==> src/rtl/out_port_fifo_if.sv <==
// Output-port bus: processor write strobe/data in, valid/ready handshake and status out.
interface out_port_fifo_if #(
  parameter int DATA_W = 16,
  parameter int DEPTH  = 4
);
  logic                     wr_en;
  logic [DATA_W-1:0]        wr_data;
  logic [DATA_W-1:0]        out_data;
  logic                     out_valid;
  logic                     out_ready;
  logic                     full;
  logic [$clog2(DEPTH):0]   count;
  logic                     overflow;

  // Master is the processor/consumer side, slave is the FIFO.
  modport master (
    output wr_en, wr_data, out_ready,
    input  out_data, out_valid, full, count, overflow
  );

  modport slave (
    input  wr_en, wr_data, out_ready,
    output out_data, out_valid, full, count, overflow
  );
endinterface

==> src/rtl/out_port_fifo.sv <==
// Show-ahead output-port FIFO with sticky overflow flag.
// Define OUT_PORT_HOLD_LAST_EN to keep the last popped word on out_data while empty.
module out_port_fifo #(
  parameter int DATA_W = 16,
  parameter int DEPTH  = 4
) (
  input  logic              clock,
  input  logic              rst,
  out_port_fifo_if.slave    bus
);
  localparam int PTR_W = $clog2(DEPTH);
  localparam int CNT_W = PTR_W + 1;

  logic [DATA_W-1:0] mem_reg [DEPTH];
  logic [PTR_W-1:0]  wr_ptr_reg, rd_ptr_reg;
  logic [CNT_W-1:0]  count_reg, count_next;
  logic              overflow_reg;

  logic valid, is_full, pop, push, drop;
  logic [DATA_W-1:0] head;

  assign valid   = (count_reg != '0);
  assign is_full = (count_reg == CNT_W'(DEPTH));
  assign pop     = valid && bus.out_ready;
  // A full queue still accepts a write when the head leaves in the same cycle.
  assign push    = bus.wr_en && (!is_full || pop);
  assign drop    = bus.wr_en && is_full && !pop;
  assign head    = mem_reg[rd_ptr_reg];

  always_comb begin
    count_next = count_reg;
    case ({push, pop})
      2'b10:   count_next = count_reg + 1'b1;
      2'b01:   count_next = count_reg - 1'b1;
      default: count_next = count_reg;
    endcase
  end

  always_ff @(posedge clock) begin
    if (push) begin
      mem_reg[wr_ptr_reg] <= bus.wr_data;
    end
  end

  always_ff @(posedge clock) begin
    if (rst) begin
      wr_ptr_reg   <= '0;
      rd_ptr_reg   <= '0;
      count_reg    <= '0;
      overflow_reg <= 1'b0;
    end else begin
      if (push) wr_ptr_reg <= wr_ptr_reg + 1'b1;
      if (pop)  rd_ptr_reg <= rd_ptr_reg + 1'b1;
      count_reg <= count_next;
      if (drop) overflow_reg <= 1'b1;
    end
  end

`ifdef OUT_PORT_HOLD_LAST_EN
  logic [DATA_W-1:0] last_reg;

  always_ff @(posedge clock) begin
    if (rst) begin
      last_reg <= '0;
    end else if (pop) begin
      last_reg <= head;
    end
  end

  assign bus.out_data = valid ? head : last_reg;
`else
  assign bus.out_data = valid ? head : '0;
`endif

  assign bus.out_valid = valid;
  assign bus.full      = is_full;
  assign bus.count     = count_reg;
  assign bus.overflow  = overflow_reg;
endmodule

==> src/flat_wrapper.sv <==
// flat-port wrapper written by rule: the top's interface ports become plain ports
module out_port_fifo_flat 
#(
  parameter int DATA_W = 16,
  parameter int DEPTH  = 4
)
  (clock, rst, bus_wr_en, bus_wr_data, bus_out_ready, bus_out_data, bus_out_valid, bus_full, bus_count, bus_overflow);
  out_port_fifo_if #(.DATA_W(DATA_W), .DEPTH(DEPTH)) bus_i ();
  input  logic clock;
  input  logic rst;
  input wire logic [$bits(bus_i.wr_en)-1:0] bus_wr_en;
  input wire logic [$bits(bus_i.wr_data)-1:0] bus_wr_data;
  input wire logic [$bits(bus_i.out_ready)-1:0] bus_out_ready;
  output wire logic [$bits(bus_i.out_data)-1:0] bus_out_data;
  output wire logic [$bits(bus_i.out_valid)-1:0] bus_out_valid;
  output wire logic [$bits(bus_i.full)-1:0] bus_full;
  output wire logic [$bits(bus_i.count)-1:0] bus_count;
  output wire logic [$bits(bus_i.overflow)-1:0] bus_overflow;
  assign bus_i.wr_en = bus_wr_en;
  assign bus_i.wr_data = bus_wr_data;
  assign bus_i.out_ready = bus_out_ready;
  assign bus_out_data = bus_i.out_data;
  assign bus_out_valid = bus_i.out_valid;
  assign bus_full = bus_i.full;
  assign bus_count = bus_i.count;
  assign bus_overflow = bus_i.overflow;
  out_port_fifo #(.DATA_W(DATA_W), .DEPTH(DEPTH)) u_core (.clock(clock), .rst(rst), .bus(bus_i));
endmodule
==> config.mk <==
export PLATFORM = sky130hd
export DESIGN_NAME = out_port_fifo_flat
export DESIGN_NICKNAME = d
export VERILOG_FILES = /design/src/rtl/out_port_fifo_if.sv /design/src/rtl/out_port_fifo.sv /design/src/flat_wrapper.sv
export SDC_FILE = /design/constraint.sdc
export NUM_CORES = 1
export LEC_CHECK = 0
export BUFFER_PORTS_ARGS = -buffer_cell sky130_fd_sc_hd__buf_4
export CORE_ASPECT_RATIO = 0.5
export CORE_MARGIN = 5
export CORE_UTILIZATION = 40
export DETAILED_ROUTE_END_ITERATION = 10
export PLACE_DENSITY_LB_ADDON = 0.3
export SLEW_MARGIN = 20
export SYNTH_ARGS = -nofsm -noshare
export SYNTH_HDL_FRONTEND = slang
export SYNTH_SLANG_ARGS = --single-unit
==> constraint.sdc <==
create_clock -name clock -period 5.93 [get_ports clock]
set_input_delay 1.186 -clock clock [delete_from_list [all_inputs] [get_ports clock]]
set_output_delay 1.186 -clock clock [all_outputs]
set_load 0.03 [all_outputs]
==> reports/qor.txt <==
Worst skew pair latency - 0.32 ns
Total Wirelength - 5120 µm
Pin count of the biggest net entering global routing - 22
Setup crit start kind - flop
Row count - 22
Hold Crit Class - reg2reg
Area of the mapped netlist - 2980 µm²
DRC viols - 0
# diodes - 0
IO buf count - 41
CTS tree - built
Post-Syn Nets - 186
Total of max-cap violations - 0
PwrDens - 493 nW/µm²
Register area - 2120 µm²
Total grt overflow - 0
Initial core utilization - 40.8%
Postcts setup bufs - 0
Yosys reg bits - 74
Layout cells sized above 1 - 39.2%
Worst Skew - 0.00472 ns
Synth-to-Final Area Change - 23.4%
Yosys top cell by area - edfxtp_1
CP Cell Sequence - buf_4, mux4_2, nor2b_1, buf_4
Final Net Count - 233
Synth unique cells - 28
CTS Hold Bufs - 0
Fill count - 609
Routability congestion estimate - 0.771
Htree depth - 3
Post-synthesis sequential area ratio - 71.3%
CP max FO - 9
Boundary Pins - 42
GRT Resource Usage Total - 12.1%
Clk sink count - 74
Clock transition at path regs - 0.06 ns
Hold Slack - 0.486 ns
Most used cell, CP - buf_4
Worst Path Class, Setup - reg2out
Crit path capture type - output port
Root buf cell - clkbuf_16
F_max - 0.294 GHz
Pins Over Slew Limit - 0
Endpoints failing hold - 0
Tcrit/Tclk final - 57.3%
Post-DRT Antenna Nets - 0
Peak VDD IR - 386 µV
Min Tclk post-route - 3.40 ns
Drt wl/cell - 16.6 µm
Ys Warns - 0
Worst slew pin tran - 0.850 ns
Post-synth top area share - 64.6%
Max stage delay on crit path - 0.71 ns
Die X - 132 µm
Status - finished, final reports clean
Syn Area/Cell - 18.6 µm²
Vias - 1475
Die Y - 71 µm
CP Data Arrival Time - 2.21 ns
Initial DRC Count - 95
Area occupied by multi-input gates - 777 µm²
Slowest cell on crit path - dfxtp_1
Leakage - 1.30 nW
Vias per inst - 4.79
CTS max path bufs - 2
TNS Setup - 0 ns
Total CTS buffers - 9
Number of global-route vias before repair - 1639
Core Region - 7290 µm²
Final-report setup violation count - 0
DRT Pass-1 Iters - 4
Synth Instances - 160
First-pass GRT wire length - 8530 µm
Die Area - 9370 µm²
Largest register FFs - 64
Required time worst endpoint - 4.74 ns
Max-slew headroom - 43.3%
Post-DP HPWL - 3290 µm
Initial antenna violation count - 0
Post-cts sizing count - 0
RSZ-0062 raised after global routing - no
Largest cells by area after synthesis - edfxtp_1 (65%), mux4_2 (12%), dfxtp_1 (6.7%), nor2b_1 (2.7%), ha_1 (2.1%)
Final Util - 50.4%
[worst max-delay path: cells and delay by family, from the launching register on]
kind                   cells  cell delay (ns)
and+or+nand+nor            1             0.15
muxes                      1             0.51
buffers and inverters      2             0.51
DFF                        1             0.71
[cells by family after synthesis]
kind of cell    after synthesis  share of synthesized area [%]
xor+xnor                      2                          0.589
simple gates                 35                           7.78
flops                        74                           71.3
buf+inv                      15                           2.82
fa+ha+maj                     6                           2.77
compound gates               10                           1.93
mux                          18                           12.8
[final cells by class]
class	count	share of cell area, %
sequential	74	57.8
multi-input combinational	71	21.2
timing repair buffer	43	8.79
clock buffer	9	6.13
tap	96	3.27
clock inverter	7	2.08
inverter	8	0.817
[report_power, final]
group	switching, mW	internal, mW	total [mW]
Clock	0.207	0.328	0.535
Combinational	0.361	0.252	0.612
Sequential	0.0458	0.618	0.663
[layer usage]
| metal | up-vias | routed length (µm) | GRT usage [%] |
|---|---|---|---|
| li1 | 703 | - | - |
| met1 | 731 | 2220 | 13.8 |
| met2 | 32 | 2520 | 19.8 |
| met3 | 9 | 271 | 5.54 |
| met4 | 0 | 99 | 5.47 |
| met5 | - | 0 | 0 |
[Yosys cell counts, drive strengths merged]
| library cell | instances |
|---|---|
| mux4 | 16 |
| nor3 | 1 |
| inv | 8 |
| clkbuf | 2 |
| nand2 | 1 |
| nor2 | 7 |
| a21boi | 1 |
| edfxtp | 64 |
| dfxtp | 10 |
| ha | 5 |
| a31oi | 1 |
| a21oi | 5 |
| xor2 | 2 |
| or3 | 3 |
| nor3b | 1 |
| o21ai | 3 |
| nor2b | 16 |
| buf | 5 |
| and2 | 4 |
| nand2b | 2 |
| mux2i | 1 |
| mux2 | 1 |
| fa | 1 |
[worst paths after layout]
| kind | start | to | slack (ns) | cells after the start |
|---|---|---|---|---|
| min reg2reg | u_core.bus.overflow | u_core.bus.overflow | 0.49 | 2 |
| min | u_core.bus.overflow | u_core.bus.overflow | 0.49 | 2 |
| max | flop | bus_out_data[6] | 2.53 | 4 |
| max reg2reg | u_core.bus.count[2] | u_core.bus.count[2] | 3.69 | 9 |
[stage by stage]
stage	cell area (µm²)	setup WS, ns	total power, mW	instances
finish	3670	2.53	1.81	308
CTS	3670	2.44	1.84	308
floorplan	2980	3.28	1.09	160
detailed placement	3370	2.80	1.30	292
global placement	3370	2.85	1.29	292
global route	3670	2.35	1.91	308
[cell usage in the layout, fill, tap and decap left out, types with 2 or more instances in the layout]
cell        instances
mux4_2             16
or3_1               3
inv_2               2
o21ai_1             2
a21oi_1             5
inv_6               2
nor2_1              7
nor2b_1            13
dfxtp_1            10
clkinvlp_4          2
buf_4              43
ha_1                5
xor2_1              2
edfxtp_1           64
nor2b_4             3
clkbuf_16           9
nand2b_1            2
and2_1              4
inv_1               6
Note: power is estimated with default switching activity, not from simulation.
